<file path="config.mk">
export PLATFORM = sky130hd
export DESIGN_NAME = fifo_burst_drain
export DESIGN_NICKNAME = d
export VERILOG_FILES = /design/src/rtl/fifo_burst_pkg.sv /design/src/rtl/fifo_burst_out_reg.sv /design/src/rtl/fifo_burst_drain.sv
export SDC_FILE = /design/constraint.sdc
export NUM_CORES = 1
export LEC_CHECK = 0
export ABC_CLOCK_PERIOD_IN_PS = 4600
export BUFFER_PORTS_ARGS = -buffer_cell sky130_fd_sc_hd__buf_2
export CAP_MARGIN = 40
export CORE_ASPECT_RATIO = 2
export CORE_UTILIZATION = 50
export DETAILED_ROUTE_END_ITERATION = 8
export GPL_ROUTABILITY_DRIVEN = 0
export GPL_TIMING_DRIVEN = 0
export PLACE_DENSITY = 0.88
export SLEW_MARGIN = 20
export SYNTH_ARGS = -nofsm -noshare
export SYNTH_HDL_FRONTEND = slang
export SYNTH_SLANG_ARGS = --single-unit
</file>
<file path="constraint.sdc">
create_clock -name clk -period 4.6 [get_ports clk]
set_input_delay 0.23 -clock clk [delete_from_list [all_inputs] [get_ports clk]]
set_output_delay 0.23 -clock clk [all_outputs]
set_load 0.05 [all_outputs]
</file>
<file path="src/rtl/fifo_burst_pkg.sv">
`default_nettype none
// ============================================================================
// Module   : fifo_burst_pkg
// Brief    : Shared types and constants for the fifo_burst_drain block.
// Revision : 1.0 - initial release
// ============================================================================
package fifo_burst_pkg;

   typedef enum logic [1:0] {
      IDLE  = 2'd0,
      BURST = 2'd1,
      HDR   = 2'd2
   } state_t;

   localparam int c_burst_cnt_w = 16;

   // The header word carries the latched burst length starting at this bit.
   localparam int c_hdr_len_lsb = 0;

endpackage
`default_nettype wire

</file>
<file path="src/rtl/fifo_burst_out_reg.sv">
`default_nettype none
// ============================================================================
// Module   : fifo_burst_out_reg
// Brief    : Single-entry registered valid/ready output stage.
// Revision : 1.0 - initial release
// ============================================================================
module fifo_burst_out_reg
   import fifo_burst_pkg::*;
#(
   parameter int DATA_WIDTH = 32
) (
   input  logic                  clk,
   input  logic                  rst,
   input  logic                  i_load,
   input  logic [DATA_WIDTH-1:0] i_data,
   input  logic                  i_last,
   input  logic                  i_ready,
   output logic                  o_can_load,
   output logic                  o_valid,
   output logic [DATA_WIDTH-1:0] o_data,
   output logic                  o_last
);

   logic                  valid_q, valid_d;
   logic [DATA_WIDTH-1:0] data_q,  data_d;
   logic                  last_q,  last_d;

   // The slot is free when empty or when its current word leaves this cycle.
   assign o_can_load = !valid_q | i_ready;

   always_comb begin
      valid_d = valid_q;
      data_d  = data_q;
      last_d  = last_q;
      if (i_load) begin
         valid_d = 1'b1;
         data_d  = i_data;
         last_d  = i_last;
      end else if (i_ready) begin
         valid_d = 1'b0;
      end
   end

   always_ff @(posedge clk) begin
      if (rst) begin
         valid_q <= 1'b0;
         data_q  <= '0;
         last_q  <= 1'b0;
      end else begin
         valid_q <= valid_d;
         data_q  <= data_d;
         last_q  <= last_d;
      end
   end

   assign o_valid = valid_q;
   assign o_data  = data_q;
   assign o_last  = last_q;

endmodule
`default_nettype wire

</file>
<file path="src/rtl/fifo_burst_drain.sv">
`default_nettype none
// ============================================================================
// Module   : fifo_burst_drain
// Brief    : Pops a look-ahead FIFO in fixed-length bursts onto a stream,
//            flushing partial bursts on idle timeout or flush request.
// Options  : FIFO_BURST_HDR_EN - prefix each burst with a length header word
// Revision : 1.0 - initial release
// ============================================================================
module fifo_burst_drain
   import fifo_burst_pkg::*;
#(
   parameter int DATA_WIDTH = 32,
   parameter int ADDR_WIDTH = 8,
   parameter int BURST_LEN  = 16,
   parameter int TIMEOUT    = 64
) (
   input  logic                     clk,
   input  logic                     rst,
   input  logic                     fifo_empty,
   input  logic [ADDR_WIDTH:0]      fifo_uw,
   input  logic [DATA_WIDTH-1:0]    fifo_data,
   output logic                     fifo_rd_en,
   input  logic                     flush,
   output logic                     m_valid,
   input  logic                     m_ready,
   output logic [DATA_WIDTH-1:0]    m_data,
   output logic                     m_last,
   output logic                     busy,
   output logic [c_burst_cnt_w-1:0] burst_cnt
);

   localparam int                  c_tcnt_w    = (TIMEOUT > 0) ? $clog2(TIMEOUT + 1) : 1;
   localparam bit                  c_tout_en   = (TIMEOUT > 0);
   localparam logic [ADDR_WIDTH:0] c_burst_len = (ADDR_WIDTH + 1)'(BURST_LEN);
   localparam logic [ADDR_WIDTH:0] c_rem_one   = (ADDR_WIDTH + 1)'(1);
   localparam logic [c_tcnt_w-1:0] c_tcnt_last = c_tcnt_w'((TIMEOUT > 0) ? TIMEOUT - 1 : 0);
   localparam logic [c_tcnt_w-1:0] c_tcnt_one  = c_tcnt_w'(1);
   localparam logic [c_burst_cnt_w-1:0] c_cnt_one = c_burst_cnt_w'(1);

`ifdef FIFO_BURST_HDR_EN
   localparam state_t c_start_state = HDR;
`else
   localparam state_t c_start_state = BURST;
`endif

   state_t                     state_q,      state_d;
   logic [ADDR_WIDTH:0]        remain_q,     remain_d;
   logic [c_tcnt_w-1:0]        tcnt_q,       tcnt_d;
   logic                       flush_pend_q, flush_pend_d;
   logic [c_burst_cnt_w-1:0]   burst_cnt_q,  burst_cnt_d;

   logic                  w_can_load;
   logic                  w_uw_nz;
   logic                  w_start_full;
   logic                  w_start_flush;
   logic                  w_start_tout;
   logic                  w_start;
   logic [ADDR_WIDTH:0]   w_len;
   logic                  w_pop;
   logic                  w_hdr_load;
   logic [DATA_WIDTH-1:0] w_hdr_word;
   logic                  w_load;
   logic [DATA_WIDTH-1:0] w_load_data;
   logic                  w_load_last;

   // Start conditions, listed in priority order; all only matter in IDLE.
   assign w_uw_nz       = (fifo_uw != '0);
   assign w_start_full  = (fifo_uw >= c_burst_len);
   assign w_start_flush = flush_pend_q & w_uw_nz;
   assign w_start_tout  = c_tout_en & (tcnt_q == c_tcnt_last) & w_uw_nz;
   assign w_start       = (state_q == IDLE) & (w_start_full | w_start_flush | w_start_tout);
   assign w_len         = w_start_full ? c_burst_len : fifo_uw;

   assign w_pop = (state_q == BURST) & (remain_q != '0) & !fifo_empty & w_can_load;

   assign w_hdr_word = DATA_WIDTH'(remain_q) << c_hdr_len_lsb;
`ifdef FIFO_BURST_HDR_EN
   assign w_hdr_load = (state_q == HDR) & w_can_load;
`else
   assign w_hdr_load = 1'b0;
`endif

   assign w_load      = w_pop | w_hdr_load;
   assign w_load_data = w_hdr_load ? w_hdr_word : fifo_data;
   assign w_load_last = w_pop & (remain_q == c_rem_one);

   always_comb begin
      state_d      = state_q;
      remain_d     = remain_q;
      tcnt_d       = tcnt_q;
      flush_pend_d = flush_pend_q | flush;
      burst_cnt_d  = burst_cnt_q;

      case (state_q)
         IDLE: begin
            if (w_start) begin
               remain_d     = w_len;
               tcnt_d       = '0;
               flush_pend_d = 1'b0;
               state_d      = c_start_state;
            end else if (!w_uw_nz) begin
               // Nothing to drain: a flush request here has no effect.
               tcnt_d       = '0;
               flush_pend_d = 1'b0;
            end else if (c_tout_en && (fifo_uw < c_burst_len)) begin
               tcnt_d = tcnt_q + c_tcnt_one;
            end
         end
         BURST: begin
            if (w_pop) begin
               remain_d = remain_q - c_rem_one;
               if (remain_q == c_rem_one) begin
                  burst_cnt_d = burst_cnt_q + c_cnt_one;
                  state_d     = IDLE;
               end
            end
         end
`ifdef FIFO_BURST_HDR_EN
         HDR: begin
            if (w_can_load) begin
               state_d = BURST;
            end
         end
`endif
         default: begin
            state_d = IDLE;
         end
      endcase
   end

   always_ff @(posedge clk) begin
      if (rst) begin
         state_q      <= IDLE;
         remain_q     <= '0;
         tcnt_q       <= '0;
         flush_pend_q <= 1'b0;
         burst_cnt_q  <= '0;
      end else begin
         state_q      <= state_d;
         remain_q     <= remain_d;
         tcnt_q       <= tcnt_d;
         flush_pend_q <= flush_pend_d;
         burst_cnt_q  <= burst_cnt_d;
      end
   end

   fifo_burst_out_reg #(
      .DATA_WIDTH (DATA_WIDTH)
   ) u_out_reg (
      .clk        (clk),
      .rst        (rst),
      .i_load     (w_load),
      .i_data     (w_load_data),
      .i_last     (w_load_last),
      .i_ready    (m_ready),
      .o_can_load (w_can_load),
      .o_valid    (m_valid),
      .o_data     (m_data),
      .o_last     (m_last)
   );

   assign fifo_rd_en = w_pop;
   assign busy       = (state_q != IDLE);
   assign burst_cnt  = burst_cnt_q;

endmodule
`default_nettype wire

</file>
==> results of run 1 <==
[Yosys cell counts, types with 2 or more instances]
master    instances  area [sq um]
nor2b_1           3          18.8
nand3_1          11          55.1
a211oi_1          4          30.0
buf_2             7          35.0
nor3_1            6          30.0
xnor2_1           6          52.6
nand2_1          75           282
o31a_1            2          17.5
a31oi_1           4          25.0
clkbuf_1          9          33.8
nand4b_1          3          26.3
nand4_1           6          37.5
nor2_1           22          82.6
buf_1             3          11.3
and3_1            2          12.5
inv_1            10          37.5
or3_1            12          75.1
o31ai_1           2          15.0
o21ai_0          12          60.1
or2_2             3          18.8
and2_1            2          12.5
xor2_1            4          35.0
a21oi_1          51           255
ha_1              5          62.6
a41oi_1           2          17.5
dfxtp_1          68          1360
nand2b_1          2          12.5
or4_1             5          37.5
nor4b_2           2          30.0
[state kept, by name, summed over array words and instances (netlist names)]
name	cells
u_out_reg.o_valid	1
u_out_reg.o_last	1
u_out_reg.o_data	32
remain_q	9
flush_pend_q	1
burst_cnt	16
state_q	1
tcnt_q	7
[kinds of logic (layout without fill, tap and decap cells)]
kind of cell | count (synthesis) | in the layout | synth area share, %
AOI/OAI and AO/OA | 85 | 85 | 17.0
adders and majority gates | 5 | 5 | 2.09
and+or+nand+nor | 165 | 165 | 28.1
xor gates and xnor gates | 10 | 10 | 2.92
muxes | 1 | 1 | 0.334
DFF | 68 | 68 | 45.4
buffers and inverters | 30 | 141 | 4.05
[worst max path at each step]
stage | start | to | slack (ns) | cells past startpoint
floorplan | state_q[0] | u_out_reg.o_data[29] | 2.03 | 7
global placement | state_q[0] | fifo_rd_en | 2.08 | 6
detailed placement | state_q[0] | fifo_rd_en | 2.03 | 6
CTS | state_q[0] | fifo_rd_en | 1.66 | 6
global route | state_q[0] | fifo_rd_en | 1.49 | 6
finish | state_q[0] | fifo_rd_en | 1.69 | 6
[layer usage]
metal | global-route usage, % | vias to the layer above | wire length, microns
met5 | 0 | - | 0
met4 | 18.2 | 0 | 368
met3 | 7.08 | 33 | 376
met2 | 47.5 | 130 | 4270
met1 | 25.1 | 1403 | 2900
li1 | - | 1491 | -
[tightest hold or removal path, cell delays in order]
cell and delay [ns]:
buf_2 0.07, nor2_1 0.03, nor2_1 0.06
[cell usage in the layout, fill, tap and decap left out, drive strengths merged, types with 6 or more instances in the layout]
| master | synthesis | layout |
|---|---|---|
| clkbuf | 9 | 20 |
| nand3 | 11 | 11 |
| nand2 | 75 | 75 |
| a21oi | 51 | 51 |
| or4 | 6 | 6 |
| nor2 | 23 | 23 |
| buf | 10 | 106 |
| xnor2 | 6 | 6 |
| nand4 | 6 | 6 |
| o21ai | 12 | 12 |
| or3 | 12 | 12 |
| nor3 | 6 | 6 |
| dfxtp | 68 | 68 |
| inv | 11 | 11 |
[stage by stage]
step | instances | worst slack (ns) | power, mW
floorplan | 364 | 2.03 | 0.790
global placement | 521 | 2.08 | 0.848
detailed placement | 521 | 2.03 | 0.853
CTS | 536 | 1.66 | 1.60
global route | 536 | 1.49 | 1.64
finish | 536 | 1.69 | 1.59
[power groups by stage]
stage | sequential, mW | clock [mW] | combinational [mW]
2_1_floorplan | 0.694 | 0 | 0.0965
3_3_place_gp | 0.636 | 0 | 0.211
3_5_place_dp | 0.638 | 0 | 0.215
4_1_cts | 0.625 | 0.753 | 0.217
5_1_grt | 0.628 | 0.783 | 0.233
6_report | 0.626 | 0.744 | 0.217
[layout make-up]
class	instances	area (sq um)	area share (%)
multi-input combinational	266	1510	39.0
inverter	11	41.3	1.06
tap	61	76.3	1.97
clock inverter	4	72.6	1.87
sequential	68	1360	35.1
timing repair buffer	96	480	12.4
buffer	19	80.1	2.07
clock buffer	11	253	6.52
==> reports/qor.yml, run 1 <==
hold_ws_ns: 0.105
postRouteAntennaNets: 0
grt_max_degree: 12
synth_fp_nets: 415
vias: 3057
cap_violations: 0
min_from: "flush"
avgViaCountPerCell: 5.70
cts_tree: "built"
synthCells: 364
die_w_microns: 56.7
p_int_mw: 1.18
relSlewSlack_pct: 55.5
yosysUniqueCellTypes: 50
hold_viol_final: 0
grt_antenna_before_repair: 0
violations: "DRC"
critical_path_arrival_ns: 2.68
slew_violations: 0
areaGrowthSynthToFinish_pct: 29.4
yosysWarnings: 0
crit_family: "buffers and inverters"
holdPathEnd: "flush_pend_q"
clk_pin_slew_worst_paths_ns: 0.05
cts_max_level: 3
overflow: 0
synthArstFlopShare_pct: 0
clock_sinks: 68
rsz0062_at_grt: "false"
status: "finished with violations"
finalCoreUtilization_pct: 67.3
drc: 12
setup_violations: 0
ff2ff_path_depth: 7
max_freq_mhz: 343
place_area_sq_um: 3550
routed_wl_mm: 7.92
n_antenna_cell: 0
cpPeakStageDelay_ns: 0.52
io_pins: 98
fin_area_sq_um: 3880
numCtsBuffers: 9
period_minus_slack_ns: 2.91
path_max_fanout: 10
reg2reg_to: "u_out_reg.o_data[12]"
synth-edff-count: 0
regToRegStartpoint: "state_q[0]"
path_cells: "nand2b_1, nor2_2, nand2_1, inv_2, buf_1, buf_2"
die_area_sq_um: 6320
synth-seq-cells: 68
pwr-share-seq_pct: 39.4
leakage_nw: 1.58
critPathSlowestCell: "dfxtp_1"
clock_path_buffers: 2
worstPathRequired_ns: 4.37
p_per_area_nw_per_um2: 409
swShare_pct: 25.9
clockRootBuffer: "clkbuf_16"
fin_tns_setup_ns: 0
grt_pass1_vias: 3010
p_clk_share_pct: 46.9
grt_pass1_wl_mm: 13.0
clk_latency_ns: 0.33
post_drt_wl_per_cell_microns: 14.8
ys.flop_type: "dfxtp_1"
cp-start-kind: "register"
cp_num_buf_inv: 3
p_comb_share_pct: 13.7
die_h_microns: 111
start_util_pct: 52.0
holdPathStages: 3
fillers: 469
synth_area_sq_um: 3000
crit_path_end_kind: "primary output"
dp_hpwl_mm: 5.78
syn_area_per_cell_sq_um: 8.23
num_rows: 39
p_switching_mw: 0.410
cts_resized: 0
first_pass_iters: 7
cts_setup_buffers: 0
hp-class: "in2reg"
grt_usage_pct: 26.4
ctsHoldBuffers: 0
nNetsFinal: 522
portBuffers: 96
drive_gt1_share_pct: 27.8
fin_crit_sh_pct: 63.3
core-area_sq_um: 5760
ff2ff_setup_slack_ns: 2.15
skew_ns: 0.00576
critPathKind: "reg2out"
worst_pin_slew_ns: 0.662
ys_seq_area_share_pct: 45.4
ir_drop_mv: 0.285
first_iter_violations: 152
Note: power is estimated with default switching activity, not from simulation.
==> run 2: changes to the inputs <==
- ABC_CLOCK_PERIOD_IN_PS: 4600 -> 2830
- clock period: 4.6 -> 2.83 ns (I/O delays scaled with it)
==> reports/qor.yml, run 2 (same netlist as run 1, synthesis figures left out) <==
first_pass_iters: 7  # unchanged
critPathSlowestCell: "dfxtp_1"
avgViaCountPerCell: 5.73  # +0.55%
fin_crit_sh_pct: 85.6
hp-class: "in2reg"
drc: 12  # unchanged
die_area_sq_um: 6320  # unchanged
status: "finished with violations"
crit_path_end_kind: "register"
hold_viol_final: 0  # unchanged
p_per_area_nw_per_um2: 664  # +62%
clk_pin_slew_worst_paths_ns: 0.05  # about the same
first_iter_violations: 170  # +12%
dp.cells: 521  # unchanged
clk_latency_ns: 0.33  # about the same
worst_pin_slew_ns: 0.654  # -0.00786 ns
cap_violations: 0  # unchanged
finalCoreUtilization_pct: 67.4  # about the same
skew_ns: 0.00365  # -0.00211 ns
routed_wl_mm: 7.87  # -0.63%
max_freq_mhz: 413
die_h_microns: 111  # unchanged
finalNonFillerCells: 535  # -0.19%
core-area_sq_um: 5760  # unchanged
rsz0062_at_grt: "false"
clock_sinks: 68  # unchanged
post_drt_wl_per_cell_microns: 14.7  # -0.45%
p_switching_mw: 0.664  # +62%
critical_path_arrival_ns: 2.67  # about the same
final_common_cell: "buf_2"
areaGrowthSynthToFinish_pct: 29.5  # about the same
cp-start-kind: "register"
grt_pass1_wl_mm: 13.0  # unchanged
seqCellArea_sq_um: 1360  # unchanged
setup_violations: 0  # unchanged
vias: 3068  # +0.36%
io_pins: 98  # unchanged
crit_family: "simple AND/OR/NAND/NOR gates"
clockRootBuffer: "clkbuf_16"
cp_num_buf_inv: 2  # -1
multiInputGateArea_sq_um: 1520  # +0.33%
path_cells: "nand2b_1, nor2_4, nand2_1, inv_2, buf_1, nand2_1, a21oi_1"
fillers: 467  # -0.43%
cts_tree: "built"
die_w_microns: 56.7  # unchanged
worst_slack_ns: 0.408  # -1.28 ns
drive_gt1_share_pct: 27.8  # +0.059 points
cts_max_level: 3  # unchanged
cpPeakStageDelay_ns: 0.52  # about the same
worstPathRequired_ns: 3.08  # -1.29 ns
portBuffers: 96  # unchanged
swShare_pct: 25.8  # -0.086 points
n_antenna_cell: 0  # unchanged
leakage_nw: 1.58  # about the same
overflow: 0  # unchanged
period_minus_slack_ns: 2.42
fin_tns_setup_ns: 0  # unchanged
num_rows: 39  # unchanged
grt_usage_pct: 26.4  # unchanged
numCtsBuffers: 9  # unchanged
timing.critical_path.mode_cell: "nand2_1"
clock_path_buffers: 2  # unchanged
grt_pass1_vias: 3010  # unchanged
path_max_fanout: 18  # +8
critPathKind: "reg2reg"
postRouteAntennaNets: 0  # unchanged
p_int_mw: 1.91  # +63%
dp_hpwl_mm: 5.78  # unchanged
largest_register_ffs: 32  # unchanged
p_comb_share_pct: 13.7  # about the same
mostFrequentLayoutCells: "buf_2, nand2_1, dfxtp_1"
relSlewSlack_pct: 56.0  # +0.53 points
grt_antenna_before_repair: 0  # unchanged
p_clk_share_pct: 46.9  # about the same
violations: "DRC"
start_util_pct: 52.0  # unchanged
preCtsSetupSlack_ns: 0.352  # -1.68 ns
nNetsFinal: 521  # -0.19%
ir_drop_mv: 0.465  # +63%
grt_max_degree: 12  # unchanged
slew_violations: 0  # unchanged
pwr-share-seq_pct: 39.5  # about the same
hold_ws_ns: 0.0156  # -0.0891 ns
cts_setup_buffers: 0  # unchanged
ctsHoldBuffers: 0  # unchanged
## run 2: path summary, 6_finish.rpt
check,start,endpoint,slack [ns],cells after the start
worst min-delay path,flush,flush_pend_q,0.02,3
worst max-delay path,state_q[0],u_out_reg.o_data[12],0.41,7
worst min register to register,u_out_reg.o_data[24],u_out_reg.o_data[24],0.45,2
worst max register to register,state_q[0],u_out_reg.o_data[12],0.41,7
## run 2: layer usage
layer  vias up  track usage [%]  part of all wire [%]
met1      1413             25.1                    36
li1       1489                -                     -
met3        37             7.08                   4.8
met2       129             47.5                    54
met4         0             18.2                   5.3
met5         -                0                     0
## run 2: timing repair
action	CTS	global route
setup endpoints to repair	1	1
resized for setup	1	0
pin swaps	0	0
## run 2: layout make-up
class                      count  area share, %
clock inverter                 4           1.87
buffer                        18           1.97
tap                           61           1.97
timing repair buffer          96           12.4
multi-input combinational    266           39.1
sequential                    68           35.1
clock buffer                  11           6.52
inverter                      11           1.06
## run 2: power groups by stage
stage	sequential, mW	combinational [mW]	clock [mW]
floorplan	1.13	0.157	0
global placement	1.03	0.344	0
detailed placement	1.04	0.350	0
CTS	1.02	0.353	1.22
global route	1.02	0.379	1.27
finish	1.02	0.352	1.21
## run 2: metrics by stage
stage,cell area [sq um],power (mW)
5_1_grt,3880,2.67
2_1_floorplan,3000,1.28
4_1_cts,3880,2.59
3_5_place_dp,3550,1.39
6_report,3880,2.58
3_3_place_gp,3550,1.38
## run 2: tightest hold or removal path: stages
cell,delay [ns]
buf_2,0.07
nor2_1,0.03
nor2_1,0.06
==> run 3: changes to the inputs <==
- ABC_CLOCK_PERIOD_IN_PS: 2830 -> 3000
- clock period: 2.83 -> 3 ns (I/O delays scaled with it)
==> reports/qor.yml, run 3 (same netlist as run 1, synthesis figures left out) <==
clk_pin_slew_worst_paths_ns: 0.05  # about the same
leakage_nw: 1.58  # about the same
post_drt_wl_per_cell_microns: 14.8  # +0.40%
grt_pass1_vias: 3010  # unchanged
n_antenna_cell: 0  # unchanged
core-area_sq_um: 5760  # unchanged
nNetsFinal: 522  # +0.19%
first_pass_iters: 6  # -1
slew_violations: 0  # unchanged
start_util_pct: 52.0  # unchanged
hold_viol_final: 0  # unchanged
path_max_fanout: 10  # -8
cap_violations: 0  # unchanged
max_freq_mhz: 369
die_w_microns: 56.7  # unchanged
skew_ns: 0.00432  # +0.000668 ns
clockRootBuffer: "clkbuf_16"
critical_path_arrival_ns: 2.56  # -0.11 ns
holdPathStages: 3  # unchanged
p_clk_share_pct: 46.9  # about the same
ctsHoldBuffers: 0  # unchanged
die_h_microns: 111  # unchanged
grt_pass1_wl_mm: 13.0  # unchanged
pwr-share-seq_pct: 39.4  # about the same
drc: 12  # unchanged
numCtsBuffers: 9  # unchanged
clock_sinks: 68  # unchanged
p_per_area_nw_per_um2: 627  # -5.6%
p_switching_mw: 0.630  # -5.2%
grt_max_degree: 12  # unchanged
hp-class: "in2reg"
fin_total_pwr_mw: 2.43  # -5.5%
status: "finished with violations"
cp-start-kind: "register"
cts_max_level: 3  # unchanged
avgViaCountPerCell: 5.69  # -0.74%
clock_path_buffers: 2  # unchanged
num_rows: 39  # unchanged
portBuffers: 96  # unchanged
crit_path_end_kind: "primary output"
dp_hpwl_mm: 5.78  # unchanged
areaGrowthSynthToFinish_pct: 29.6  # about the same
die_area_sq_um: 6320  # unchanged
fin_tns_setup_ns: 0  # unchanged
cts_tree: "built"
p_comb_share_pct: 13.7  # about the same
setup_violations: 0  # unchanged
cts_setup_buffers: 0  # unchanged
grt_usage_pct: 26.4  # unchanged
critPathKind: "reg2out"
cts_resized: 0  # -1
multiInputGateArea_sq_um: 1520  # unchanged
swShare_pct: 25.9  # +0.093 points
worst_pin_slew_ns: 0.653  # -0.00116 ns
postRouteAntennaNets: 0  # unchanged
rsz0062_at_grt: "false"
first_iter_violations: 152  # -11%
drive_gt1_share_pct: 27.8  # -0.059 points
routed_wl_mm: 7.91  # +0.58%
ff2ff_path_depth: 7  # unchanged
io_pins: 98  # unchanged
mostFrequentLayoutCells: "buf_2, nand2_1, dfxtp_1"
p_int_mw: 1.80  # -5.6%
relSlewSlack_pct: 56.1  # +0.078 points
seqCellArea_sq_um: 1360  # unchanged
overflow: 0  # unchanged
period_minus_slack_ns: 2.71
largest_register_ffs: 32  # unchanged
grt_antenna_before_repair: 0  # unchanged
worstPathRequired_ns: 2.85  # -0.23 ns
fin_crit_sh_pct: 90.4
violations: "DRC"
final_common_cell: "buf_2"
clk_latency_ns: 0.33  # about the same
vias: 3051  # -0.55%
ir_drop_mv: 0.440  # -5.5%
fillers: 467  # unchanged
==> run 3: per-layer routing <==
layer | share of wire, % | GRT usage (%)
met5 | 0 | 0
met4 | 4.9 | 18.2
met3 | 4.6 | 7.08
met2 | 53 | 47.5
met1 | 37 | 25.1
==> run 3: layout make-up <==
class	count	share of cell area, %
buffer	19	2.06
clock buffer	11	6.51
inverter	11	1.06
timing repair buffer	96	12.4
clock inverter	4	1.87
tap	61	1.97
sequential	68	35.1
multi-input combinational	266	39.1
==> run 3: power by group through the flow <==
stage	registers (mW)	clock network (mW)	logic, mW
after CTS	0.959	1.16	0.333
after global placement	0.976	0	0.324
after detailed placement	0.978	0	0.330
after global routing	0.963	1.20	0.358
after floorplan	1.06	0	0.148
final	0.959	1.14	0.333
==> run 3: final timing paths <==
kind                                            from              endpoint  slack [ns]
worst max-delay path                      state_q[0]            fifo_rd_en        0.29
worst min-delay path                           flush          flush_pend_q        0.02
worst max register to register            state_q[0]  u_out_reg.o_data[12]        0.67
worst min register to register  u_out_reg.o_data[24]  u_out_reg.o_data[24]        0.45
==> run 3: through the flow <==
stage	area [sq um]	cells	hold slack [ns]	setup slack, ns	util [%]
after floorplan	3000	364	0.266	0.429	-
after global placement	3550	521	0.360	0.562	61.7
after detailed placement	3550	521	0.364	0.514	61.7
after CTS	3880	536	0.0187	0.141	67.3
after global routing	3880	536	0.0519	0.126	67.4
final	3880	536	0.0236	0.289	67.4
==> run 3: worst max-delay path, cell delays in order, from the launching register on <==
cell,delay [ns]
dfxtp_1,0.53
nand2b_1,0.24
nor2_4,0.27
nand2_1,0.27
inv_2,0.23
buf_1,0.35
buf_2,0.34
